[config.mk]
export PLATFORM = sky130hd
export DESIGN_NAME = id_hazard_stall_unit
export DESIGN_NICKNAME = d
export VERILOG_FILES = /design/src/rtl/id_hazard_stall_unit.sv
export SDC_FILE = /design/constraint.sdc
export NUM_CORES = 1
export LEC_CHECK = 0
export ABC_CLOCK_PERIOD_IN_PS = 4900
export BUFFER_PORTS_ARGS = -buffer_cell sky130_fd_sc_hd__buf_2
export CELL_PAD_IN_SITES_DETAIL_PLACEMENT = 2
export CELL_PAD_IN_SITES_GLOBAL_PLACEMENT = 2
export CORE_MARGIN = 8
export CORE_UTILIZATION = 34
export DETAILED_ROUTE_END_ITERATION = 12
export GPL_TIMING_DRIVEN = 1
export PLACE_DENSITY_LB_ADDON = 0.2
export SYNTH_ARGS = -nofsm -noshare
export SYNTH_HDL_FRONTEND = slang
export SYNTH_SLANG_ARGS = --single-unit
[constraint.sdc]
create_clock -name clk -period 4.9 [get_ports clk]
set_input_delay 0.49 -clock clk [delete_from_list [all_inputs] [get_ports clk]]
set_output_delay 0.49 -clock clk [all_outputs]
set_load 0.02 [all_outputs]
[src/rtl/id_hazard_stall_unit.sv]
// id_hazard_stall_unit: decode-stage RAW stall, IF hold and pipeline freeze for a pipeline without forwarding,
// tracking in-flight destinations in a shadow of ID/EX, EX/MEM, MEM/WB plus a saturating stall counter.
module id_hazard_stall_unit #(
   parameter bit WB_WRITE_FIRST = 1'b0,
   parameter int COUNT_WIDTH    = 32
) (
   input  logic                   clk,
   input  logic                   rst,
   input  logic                   id_readsRs,
   input  logic [4:0]             id_rs,
   input  logic                   id_readsRt,
   input  logic [4:0]             id_rt,
   input  logic                   id_shouldWriteRegister,
   input  logic [4:0]             id_registerWriteAddress,
   input  logic                   mem_busy,
   output logic                   id_shouldStall,
   output logic                   if_shouldHold,
   output logic                   pipe_freeze,
   output logic [1:0]             hazard_stage,
   output logic [COUNT_WIDTH-1:0] stallCount
);
   logic [5:0] r_sh_ex, r_sh_mem, r_sh_wb;
   logic [COUNT_WIDTH-1:0] r_cnt;
   logic w_hit_ex, w_hit_mem, w_hit_wb, w_raw;

   // Entry layout is {we, addr}; $0 is hardwired and never a hazard.
   function automatic logic f_hit(input logic [5:0] sh, input logic rrs, input logic [4:0] rs,
                                  input logic rrt, input logic [4:0] rt);
      return sh[5] && sh[4:0] != 5'd0 && ((rrs && rs == sh[4:0]) || (rrt && rt == sh[4:0]));
   endfunction

   assign w_hit_ex  = f_hit(r_sh_ex, id_readsRs, id_rs, id_readsRt, id_rt);
   assign w_hit_mem = f_hit(r_sh_mem, id_readsRs, id_rs, id_readsRt, id_rt);
   assign w_hit_wb  = !WB_WRITE_FIRST && f_hit(r_sh_wb, id_readsRs, id_rs, id_readsRt, id_rt);
   assign w_raw     = w_hit_ex | w_hit_mem | w_hit_wb;

   assign pipe_freeze    = mem_busy;
   assign id_shouldStall = w_raw & ~mem_busy;
   assign if_shouldHold  = w_raw | mem_busy;
   assign hazard_stage   = w_hit_ex ? 2'd1 : w_hit_mem ? 2'd2 : w_hit_wb ? 2'd3 : 2'd0;
   assign stallCount     = r_cnt;

   always_ff @(posedge clk) begin
      if (rst) begin
         r_sh_ex  <= 6'd0;
         r_sh_mem <= 6'd0;
         r_sh_wb  <= 6'd0;
      end else if (!mem_busy) begin
         r_sh_ex  <= w_raw ? 6'd0 : {id_shouldWriteRegister, id_registerWriteAddress};
         r_sh_mem <= r_sh_ex;
         r_sh_wb  <= r_sh_mem;
      end
   end

   always_ff @(posedge clk) begin
      if (rst)
         r_cnt <= '0;
      else if (id_shouldStall && r_cnt != '1)
         r_cnt <= r_cnt + COUNT_WIDTH'(1);
   end
endmodule

### Word-level counts from Yosys, hierarchy flattened

Index checks and enable logic that the tools add are counted.

| storage, ports and cells | value |
|---|---|
| output and inout port bits | 37 |
| flip-flop bits (word level) | 50 |
| word-level logic and storage cells | 40 |
| bits of input ports | 21 |

| operators by class | value |
|---|---|
| equal/unequal tests | 7 |
| add/sub/neg operators | 1 |
| bitwise operators | 5 |
| reductions and logical operators | 19 |
| mux-type cells | 4 |

Operators by type and width:

| operator | number |
|---|---|
| adder 32 x 1 -> 32 bit, second input constant | 1 |
| inequality test 32 bit, second input constant | 1 |
| == test 5 bit | 6 |
| nonzero test 5 bit | 3 |
| logical AND 1 bit | 13 |
| two-way mux 2 bit | 3 |
| two-way mux 6 bit | 1 |
| logical OR 1 bit | 3 |
| bitwise OR 1 bit | 3 |
| AND 1 bit | 1 |
| inverter 1 bit | 1 |

### Logic depth before layout (Yosys ltp)

Gate-level depths: netlist of the first run.

| depth | value |
|---|---|
| depth after elaboration | 8 |
| mapped depth | 9 |
| depth with buffers taken out | 7 |

### Worst setup path after synthesis of the first run

Ideal clock, no wire load.

| timing | value |
|---|---|
| kind | register -> output |
| start point | register r_sh_ex[0] |
| end point | output port id_shouldStall |
| required time | 4.410 ns |
| arrival | 1.981 ns |
| buffers on the path | 3 |
| stages on the path, launching flop included | 8 |
| slack | 2.429 ns |
| cells stage by stage | dfxtp_1 > or4_1 > o21a_1 > a222oi_1 > buf_2 > buf_6 > buf_6 > nor2_1 |

| on the way | value |
|---|---|
| longest elaborated chain between the ends | 7 |
| elaborated cells between the ends (all ways) | 11 |
| those cells by class | eq/ne: 2; bitwise: 3; reduce/logical: 6 |

RTL lines:

| what | RTL line | source |
|---|---|---|
| start: declaration | 22 | `logic [5:0] r_sh_ex, r_sh_mem, r_sh_wb;` |
| start signal: assignment | 49 | `r_sh_ex <= w_raw ? 6'd0 : {id_shouldWriteRegister, id_registerWriteAddress};` |
| == test 5 bit | 29 | `return sh[5] && sh[4:0] != 5'd0 && ((rrs && rs == sh[4:0]) \|\| (rrt && rt == sh[4:0]));` |
| logical AND 1 bit | 29 |  |
| logical OR 1 bit | 29 |  |
| logical AND 1 bit (*) | 29 |  |
| bitwise OR 1 bit (*) (2 in a row) | 35 | `assign w_raw = w_hit_ex \| w_hit_mem \| w_hit_wb;` |
| AND 1 bit (*) | 38 | `assign id_shouldStall = w_raw & ~mem_busy;` |
| end: declaration | 16 | `output logic id_shouldStall,` |

Every way passes the cells marked *; elsewhere a longest branch is shown, timed or not.

### Worst setup path in the final report of the first run

| timing | value |
|---|---|
| start point | register r_sh_ex[0] |
| end point | output port if_shouldHold |

| on the way | value |
|---|---|
| longest elaborated chain between the ends | 7 |
| elaborated cells between the ends (all ways) | 11 |
| those cells by class | eq/ne: 2; bitwise: 3; reduce/logical: 6 |

RTL lines:

| what | RTL line | source |
|---|---|---|
| == test 5 bit | 29 |  |
| logical AND 1 bit | 29 |  |
| logical OR 1 bit | 29 |  |
| logical AND 1 bit (*) | 29 |  |
| bitwise OR 1 bit (*) (2 in a row) | 35 |  |
| bitwise OR 1 bit (*) | 39 | `assign if_shouldHold = w_raw \| mem_busy;` |
| end: declaration | 17 | `output logic if_shouldHold,` |

Marks and branches as above.

==> flow_summary.rst, run 1 <==
.. list-table::
   :header-rows: 1

   * - Metric
     - Value
   * - Number of top-level pins
     - 58
   * - Avg Synthesized Cell Area
     - 8.24 sq um
   * - Max-slew violation total from the final report
     - 0
   * - Number of antenna cells inserted
     - 0
   * - Vias per inst
     - 5.68
   * - MaxCap Viol Count
     - 0
   * - Series of cell instances along the critical path
     - or4_1 -> o21a_1 -> a222oi_1 -> buf_4 -> nand2b_1 -> buf_2
   * - Cell at the root of the clock tree
     - sky130_fd_sc_hd__clkbuf_8
   * - RSZ-0062 raised after global routing
     - no
   * - Worst path buffer plus inverter count
     - 2
   * - Count of buffers from port buffering
     - 57
   * - Post-layout net count
     - 408
   * - Final global-route overflow total
     - 0
   * - Wire length of the first global-routing pass
     - 15400 microns
   * - Power per Cell Area
     - 242 nW/um^2
   * - Gate power share
     - 9.1%
   * - Placeable core area
     - 8130 sq um
   * - Cells resized by post-CTS repair
     - 0
   * - Post-Place Cells
     - 484
   * - DR pass1 iterations
     - 4
   * - Layout overhead on the synthesized area
     - 15.0%
   * - Clk_lat worst skew
     - 310 ps
   * - Number of distinct library cells after synthesis
     - 41
   * - Switching part of the total power
     - 24.6%
   * - Type of the setup path with the least slack
     - flop to output pin
   * - Sink Count
     - 50
   * - Worst slack after detailed placement
     - 1970 ps
   * - Status
     - completed
   * - Post-Route Skew
     - 10.0 ps
   * - Global router's overall resource usage
     - 16.4%
   * - Detailed Route Iter0 Violations
     - 91
   * - Final period demand of the worst path
     - 3130 ps
   * - Number of rows created at floorplan
     - 33
   * - Maximum buffer depth of the clock tree
     - 2
   * - Headroom to the max-slew limit
     - 30.1%
   * - Slack of the worst reg-to-reg path
     - 1880 ps
   * - Antenna violations before repair
     - 0
   * - Routed WL per cell
     - 18.7 microns
   * - Routed Antenna Nets
     - 0
   * - Post-route core utilization
     - 40.1%
   * - Achievable frequency
     - 320 MHz
   * - Final worst-path setup slack
     - 1770 ps
   * - Worst R2R Start
     - stallCount[0]$_SDFFE_PP0P_
   * - Clock tree from TritonCTS
     - built
   * - Max stage delay cell, worst path
     - sky130_fd_sc_hd__buf_4
   * - Routed vias
     - 2794
   * - Kind of end point of the critical path
     - output pin
   * - Non-filler cells, final
     - 492
   * - Syn nets
     - 366
   * - Largest delay share family, worst path
     - buffers and inverters
   * - # hold bufs at CTS
     - 0
   * - Leak
     - 1.15 nW
   * - Detailed-route DRC error count
     - 0
   * - Number of CTS-inserted buffers
     - 5
   * - Weighted congestion at the end of routability-driven global placement
     - 0.900
   * - Power dissipated by switching net loads
     - 0.193 mW
   * - Worst EP required
     - 4410 ps
   * - Hold Startpoint
     - id_registerWriteAddress[3]
   * - Starting Density
     - 34.9%
   * - Clock group share of total power
     - 37.7%
   * - Reg power frac
     - 53.2%
   * - Sequential-to-total area share from yosys stat
     - 35.3%
   * - Die Height
     - 107 microns
   * - Total Die Area
     - 11500 sq um
   * - Total of endpoints with negative setup slack in the final report
     - 0
   * - Netlist area before placement
     - 2840 sq um
   * - Tcrit/Tclk final
     - 63.9%
   * - Internal Power
     - 0.594 mW
   * - Launching element type of the critical path
     - flop
   * - CP Launch Point
     - r_sh_ex[0]$_SDFFE_PP0N_
   * - Final-report hold violation count
     - 0
   * - Maximum number of pins on one net before global-route repair
     - 67
   * - Biggest cell delay along the critical path
     - 550 ps
   * - Overall power of the completed layout
     - 0.788 mW
   * - Register bit total from synthesis
     - 50
   * - Final wirelength
     - 9210 microns
   * - Arrival time reported for the critical path endpoint
     - 2640 ps
   * - Slew at the pin with the worst max-slew slack
     - 1050 ps
   * - Warnings, synthesis
     - 0
   * - Clock input transition at the sequential cells of the worst setup and hold paths
     - 100 ps
   * - Post-Synthesis Cells
     - 344
   * - Worst-path maximum fanout
     - 66
   * - Setup total negative slack
     - 0 ps
   * - Number of setup buffers added after CTS
     - 0
   * - DIE WIDTH
     - 107 microns
   * - Path category of the worst min-delay check
     - primary input to flop
   * - Vias in the first global route
     - 2969
   * - Total half-perimeter wirelength after legalization and detailed placement
     - 6770 microns
   * - Share of post-route cells with drive strength above 1
     - 17.3%
   * - Maximum vdd ir drop
     - 0.111 mV
   * - Number of levels in the clock H-tree
     - 2
## flip-flops by register name, summed over array words and instances, names as in the netlist
signal and cells:
r_sh_wb 6, r_sh_mem 6, r_sh_ex 6, stallCount 32
## cells by family after synthesis
logic type / synth area share (%)
AOI/OAI and AO/OA: 14.4
xor gates and xnor gates: 9.27
adders and majority gates: 0.441
buffers and inverters: 4.55
DFF: 35.3
muxes: 6.62
and+or+nand+nor: 29.4
## cells in the final DEF, fill, tap and decap left out, types with 2 or more instances in the layout
master                     count
sky130_fd_sc_hd__buf_2        57
sky130_fd_sc_hd__dfxtp_1      50
sky130_fd_sc_hd__a21oi_1      32
sky130_fd_sc_hd__xnor2_1      30
sky130_fd_sc_hd__nand2_1      26
sky130_fd_sc_hd__nor2_1       24
sky130_fd_sc_hd__or4_1        20
sky130_fd_sc_hd__nand3_1      17
sky130_fd_sc_hd__o31ai_1      17
sky130_fd_sc_hd__nand4_1      14
sky130_fd_sc_hd__mux2i_1      12
sky130_fd_sc_hd__or3_1        11
sky130_fd_sc_hd__nand3b_1      7
sky130_fd_sc_hd__nor2b_1       7
sky130_fd_sc_hd__nor3_1        6
sky130_fd_sc_hd__o21ai_0       6
sky130_fd_sc_hd__mux2_1        6
sky130_fd_sc_hd__inv_1         5
sky130_fd_sc_hd__clkbuf_8      5
sky130_fd_sc_hd__and3_1        4
sky130_fd_sc_hd__o21a_1        3
sky130_fd_sc_hd__o22ai_1       3
sky130_fd_sc_hd__o21ai_1       3
sky130_fd_sc_hd__nor4_1        3
sky130_fd_sc_hd__nand2b_1      2
## through the flow
step,instance area (sq um),hold WS (ps)
6_report,3260,443
5_1_grt,3260,440
4_1_cts,3260,434
3_5_place_dp,3150,492
3_3_place_gp,3150,481
2_1_floorplan,2840,454
## Yosys cell counts
cell                        n  area [sq um]
sky130_fd_sc_hd__dfxtp_1   50          1000
sky130_fd_sc_hd__a21oi_1   32           160
sky130_fd_sc_hd__xnor2_1   30           263
sky130_fd_sc_hd__nand2_1   26          97.6
sky130_fd_sc_hd__nor2_1    24          90.1
sky130_fd_sc_hd__or4_1     20           150
sky130_fd_sc_hd__nand3_1   17          85.1
sky130_fd_sc_hd__o31ai_1   17           128
sky130_fd_sc_hd__clkbuf_1  15          56.3
sky130_fd_sc_hd__nand4_1   14          87.6
sky130_fd_sc_hd__mux2i_1   12           120
sky130_fd_sc_hd__or3_1     11          68.8
sky130_fd_sc_hd__nand3b_1   7          52.6
sky130_fd_sc_hd__nor2b_1    7          43.8
sky130_fd_sc_hd__mux2_1     6          67.6
sky130_fd_sc_hd__nor3_1     6          30.0
sky130_fd_sc_hd__o21ai_0    6          30.0
sky130_fd_sc_hd__inv_1      5          18.8
sky130_fd_sc_hd__and3_1     4          25.0
sky130_fd_sc_hd__buf_2      4          20.0
sky130_fd_sc_hd__nor4_1     3          18.8
sky130_fd_sc_hd__o21a_1     3          22.5
sky130_fd_sc_hd__o21ai_1    3          15.0
sky130_fd_sc_hd__o22ai_1    3          18.8
sky130_fd_sc_hd__buf_6      2          22.5
sky130_fd_sc_hd__nand2b_1   2          12.5
sky130_fd_sc_hd__a211oi_1   1          7.51
sky130_fd_sc_hd__a222oi_1   1          10.0
sky130_fd_sc_hd__a22oi_1    1          7.51
sky130_fd_sc_hd__a32o_1     1          10.0
sky130_fd_sc_hd__and2_1     1          6.26
sky130_fd_sc_hd__and4_1     1          8.76
sky130_fd_sc_hd__buf_1      1          3.75
sky130_fd_sc_hd__buf_4      1          7.51
sky130_fd_sc_hd__ha_1       1          12.5
sky130_fd_sc_hd__nand4b_1   1          8.76
sky130_fd_sc_hd__nor3b_1    1          7.51
sky130_fd_sc_hd__nor4_2     1          12.5
sky130_fd_sc_hd__nor4b_1    1          8.76
sky130_fd_sc_hd__or3b_2     1          8.76
sky130_fd_sc_hd__or4b_1     1          10.0
## cell type report
| class | count | area (sq um) |
|---|---|---|
| Inverter | 5 | 18.8 |
| Timing Repair Buffer | 58 | 293 |
| Clock buffer | 6 | 72.6 |
| Tap cell | 105 | 131 |
| Clock inverter | 2 | 37.5 |
| Multi-Input combinational cell | 266 | 1710 |
| Sequential cell | 50 | 1000 |
| Fill cell | 973 | 4870 |
## power by group through the flow
| stage | Sequential (mW) | Combinational, mW | Clock, mW |
|---|---|---|---|
| 2_1_floorplan | 0.426 | 0.0490 | 0 |
| 3_3_place_gp | 0.429 | 0.0696 | 0 |
| 3_5_place_dp | 0.429 | 0.0727 | 0 |
| 4_1_cts | 0.420 | 0.0730 | 0.308 |
| 5_1_grt | 0.420 | 0.0789 | 0.326 |
| 6_report | 0.419 | 0.0715 | 0.297 |
## layer usage
layer  track usage [%]  share of wire (%)  up-vias
met2              27.8                 49       50
met5                 0                  0        -
li1                  -                  -     1339
met4              4.92                1.2        0
met3              3.11                3.5        8
met1              20.5                 46     1397
## worst min-delay path: cells and delay by family
family | cells | cell delay, ps
compound gates | 1 | 60
buf+inv | 1 | 100
simple gates | 1 | 60
## final timing paths
check / endpoint / cells after the start
min reg2reg: stallCount[31]$_SDFFE_PP0P_ / 2
max reg2reg: stallCount[7]$_SDFFE_PP0P_ / 7
min: r_sh_ex[3]$_SDFFE_PP0N_ / 3
max: if_shouldHold / 6
Power figures use the tool's default switching activity.
==> inputs of run 2 (changes only) <==
- ABC_AREA: unset -> 1
- ABC_CLOCK_PERIOD_IN_PS: 4900 -> 2800
- CORE_UTILIZATION: 34 -> 26
- clock period: 4.9 -> 2.8 ns (I/O delays scaled with it)
==> flow_summary.rst, run 2 <==
.. list-table::
   :header-rows: 1

   * - Metric
     - Value
   * - Number of antenna cells inserted
     - 0 (unchanged)
   * - Gate power share
     - 10.7% (+1.6 points)
   * - RSZ-0062 raised after global routing
     - no
   * - Syn nets
     - 629 (+72%)
   * - Most instantiated flip-flop cell in the synthesis netlist
     - sky130_fd_sc_hd__dfxtp_1
   * - Achievable frequency
     - 400 MHz
   * - Warnings, synthesis
     - 0 (unchanged)
   * - Wire length of the first global-routing pass
     - 22500 microns (+47%)
   * - Clock input transition at the sequential cells of the worst setup and hold paths
     - 70 ps (-30 ps)
   * - Headroom to the max-slew limit
     - 39.8% (+9.7 points)
   * - Launching element type of the critical path
     - flop
   * - DR pass1 iterations
     - 4 (unchanged)
   * - Post-Synthesis Cells
     - 607 (+76%)
   * - Slew at the pin with the worst max-slew slack
     - 902 ps (-146 ps)
   * - Status
     - completed
   * - Weighted congestion at the end of routability-driven global placement
     - 0.836 (-7.1%)
   * - Final period demand of the worst path
     - 2500 ps
   * - Fill count
     - 1740 (+79%)
   * - Number of distinct library cells after synthesis
     - 26 (-37%)
   * - Vias in the first global route
     - 4334 (+46%)
   * - Post-Route Skew
     - 4.86 ps (-5.15 ps)
   * - Worst-path maximum fanout
     - 26 (-61%)
   * - DIE WIDTH
     - 131 microns (+22%)
   * - Register bit total from synthesis
     - 50 (unchanged)
   * - Switching part of the total power
     - 26.5% (+2.0 points)
   * - Number of rows created at floorplan
     - 42 (+27%)
   * - Worst EP required
     - 2520 ps (-1890 ps)
   * - Number of flip-flops in the largest register
     - 32 (unchanged)
   * - Power per Cell Area
     - 433 nW/um^2 (+79%)
   * - Netlist area before placement
     - 3460 sq um (+22%)
   * - Area leader, netlist
     - sky130_fd_sc_hd__dfxtp_1
   * - Type of the setup path with the least slack
     - flop to output pin
   * - Number of setup buffers added after CTS
     - 0 (unchanged)
   * - Number of flops mapped to enable cells by yosys
     - 0 (unchanged)
   * - Count of buffers from port buffering
     - 57 (unchanged)
   * - Sink Count
     - 50 (unchanged)
   * - Synth top cells by count
     - sky130_fd_sc_hd__nand2_1 (192), sky130_fd_sc_hd__inv_1 (94), sky130_fd_sc_hd__nor2_1 (87), sky130_fd_sc_hd__dfxtp_1 (50), sky130_fd_sc_hd__nand3_1 (49)
   * - Placeable core area
     - 13100 sq um (+62%)
   * - Total half-perimeter wirelength after legalization and detailed placement
     - 10300 microns (+52%)
   * - Number of CTS-inserted buffers
     - 5 (unchanged)
   * - Clock group share of total power
     - 47.1% (+9.4 points)
   * - Reg power frac
     - 42.1% (-11 points)
   * - Detailed Route Iter0 Violations
     - 135 (+48%)
   * - Maximum vdd ir drop
     - 0.188 mV (+69%)
   * - Routed WL per cell
     - 16.1 microns (-14%)
   * - Most common cell on crit path
     - sky130_fd_sc_hd__inv_1
   * - Most frequent standard cell in the layout excluding fill and tap cells
     - sky130_fd_sc_hd__nand2_1
   * - Routed vias
     - 3973 (+42%)
   * - Internal Power
     - 1.30 mW (+120%)
   * - Kind of end point of the critical path
     - output pin
   * - Die Height
     - 131 microns (+22%)
   * - Tcrit/Tclk final
     - 89.2%
   * - Final-report hold violation count
     - 0 (unchanged)
   * - Setup total negative slack
     - 0 ps (unchanged)
   * - Vias per inst
     - 4.78 (-16%)
   * - Series of cell instances along the critical path
     - inv_1 -> nand4_1 -> o21ai_0 -> inv_1 -> nand2_1 -> nand3_4 -> nor2_2 -> inv_1 -> buf_2
   * - Biggest cell delay along the critical path
     - 340 ps (-210 ps)
   * - Worst path buffer plus inverter count
     - 4 (+2)
   * - Number of top-level pins
     - 58 (unchanged)
   * - Path category of the worst min-delay check
     - primary input to flop
   * - Total Die Area
     - 17200 sq um (+50%)
   * - Leading cell type by number of instances after synthesis
     - sky130_fd_sc_hd__nand2_1
   * - Antenna violations before repair
     - 0 (unchanged)
   * - Worst slack after detailed placement
     - 275 ps (-1690 ps)
   * - Power dissipated by switching net loads
     - 0.469 mW (+140%)
   * - Post-layout net count
     - 677 (+66%)
   * - Starting Density
     - 26.3% (-8.5 points)
   * - Max stage delay cell, worst path
     - sky130_fd_sc_hd__nor2_2
   * - Arrival time reported for the critical path endpoint
     - 2220 ps (-420 ps)
   * - Largest delay share family, worst path
     - simple AND/OR/NAND/NOR gates
   * - Layout overhead on the synthesized area
     - 18.1%
   * - Detailed-route DRC error count
     - 0 (unchanged)
   * - Global router's overall resource usage
     - 15.7% (-0.67 points)
   * - Final worst-path setup slack
     - 303 ps (-1470 ps)
   * - Leak
     - 2.03 nW (+76%)
   * - Final global-route overflow total
     - 0 (unchanged)
   * - Cell at the root of the clock tree
     - sky130_fd_sc_hd__clkbuf_16
   * - MaxCap Viol Count
     - 0 (unchanged)
   * - Maximum number of pins on one net before global-route repair
     - 36 (-46%)
   * - Maximum buffer depth of the clock tree
     - 2 (unchanged)
   * - Number of levels in the clock H-tree
     - 2 (unchanged)
   * - # hold bufs at CTS
     - 0 (unchanged)
   * - Sequential-to-total area share from yosys stat
     - 29.0% (-6.4 points)
   * - Clock tree from TritonCTS
     - built
   * - Max-slew violation total from the final report
     - 0 (unchanged)
   * - Top area cells in the synthesized netlist
     - sky130_fd_sc_hd__dfxtp_1 (29%), sky130_fd_sc_hd__nand2_1 (21%), sky130_fd_sc_hd__inv_1 (10%)
   * - Routed Antenna Nets
     - 0 (unchanged)
   * - Clk_lat worst skew
     - 310 ps (about the same)
   * - Final wirelength
     - 13400 microns (+45%)
   * - Area fraction of the dominant cell type after synthesis
     - 29.0% (-6.4 points)
   * - Avg Synthesized Cell Area
     - 5.70 sq um (-31%)
   * - Total of endpoints with negative setup slack in the final report
     - 0 (unchanged)
   * - Cells resized by post-CTS repair
     - 0 (unchanged)
   * - Share of post-route cells with drive strength above 1
     - 14.8% (-2.5 points)
   * - Commonest cells after routing, fill and taps aside
     - sky130_fd_sc_hd__nand2_1 (192), sky130_fd_sc_hd__inv_1 (94), sky130_fd_sc_hd__nor2_1 (87)
   * - Fraction of registers with async set or reset after synthesis
     - 0% (unchanged)
-- run 2: cell count changes after synthesis, moves of 27 or more --
cell                      previous run  this run
sky130_fd_sc_hd__inv_1               5        94
sky130_fd_sc_hd__nand4_1            14        41
sky130_fd_sc_hd__nand3_1            17        49
sky130_fd_sc_hd__nor2_1             24        87
sky130_fd_sc_hd__nand2_1            26       192
sky130_fd_sc_hd__xnor2_1            30         1
-- run 2: final timing paths --
kind                                                  from                           to  slack [ps]  cells past startpoint
worst max-delay path              r_sh_mem[2]$_SDFFE_PP0N_                if_shouldHold         300                      9
worst min register to register     r_sh_wb[5]$_SDFFE_PP0N_      r_sh_wb[5]$_SDFFE_PP0N_         480                      2
worst min-delay path                id_shouldWriteRegister      r_sh_ex[5]$_SDFFE_PP0N_         220                      3
worst max register to register  stallCount[1]$_SDFFE_PP0P_  stallCount[26]$_SDFFE_PP0P_         310                     12
-- run 2: power groups by stage --
stage	Clock [mW]	Sequential (mW)	Combinational, mW
2_1_floorplan	0	0.755	0.120
3_3_place_gp	0	0.761	0.185
3_5_place_dp	0	0.761	0.190
4_1_cts	0.859	0.745	0.192
5_1_grt	0.884	0.747	0.214
6_report	0.833	0.745	0.189
-- run 2: metal layers --
metal	global-route usage, %	wire (microns)	vias up
met4	4.59	159	0
met1	20.9	6710	1935
met5	0	0	-
met3	2.55	338	10
li1	-	-	1982
met2	25.6	6170	46
-- run 2: kinds of logic (layout without fill, tap and decap cells) --
logic type               after synthesis  count (layout)  synth area share (%)
adder cells (fa/ha/maj)                1               1                 0.362
flip-flops                            50              50                  29.0
AND/OR/NAND/NOR                      391             391                  49.7
buffers and inverters                126             175                  15.2
AO/OA/AOI/OAI                         38              38                  5.57
XOR/XNOR                               1               1                 0.253
-- run 2: area by class of cell --
class | instances | area, sq um | area share, %
multi-input combinational | 431 | 1930 | 47.3
sequential | 50 | 1000 | 24.5
inverter | 103 | 387 | 9.47
timing repair buffer | 64 | 350 | 8.58
tap | 176 | 220 | 5.39
clock buffer | 5 | 125 | 3.06
clock inverter | 3 | 68.8 | 1.69
-- run 2: worst register-to-register path, delay by kind of cell, from the launching register on --
family	cells	cell delay [ps]
adders and majority gates	1	230
DFF	1	400
and+or+nand+nor	11	1750
-- run 2: through the flow --
| stage | cell area, sq um | hold WS, ps | util (%) | std cells | power (mW) |
|---|---|---|---|---|---|
| floorplan | 3460 | 423 | - | 607 | 0.874 |
| global placement | 3890 | 465 | 29.6 | 824 | 0.946 |
| detailed placement | 3890 | 474 | 29.6 | 824 | 0.952 |
| CTS | 4080 | 220 | 31.1 | 832 | 1.80 |
| global route | 4080 | 237 | 31.1 | 832 | 1.85 |
| finish | 4080 | 224 | 31.1 | 832 | 1.77 |
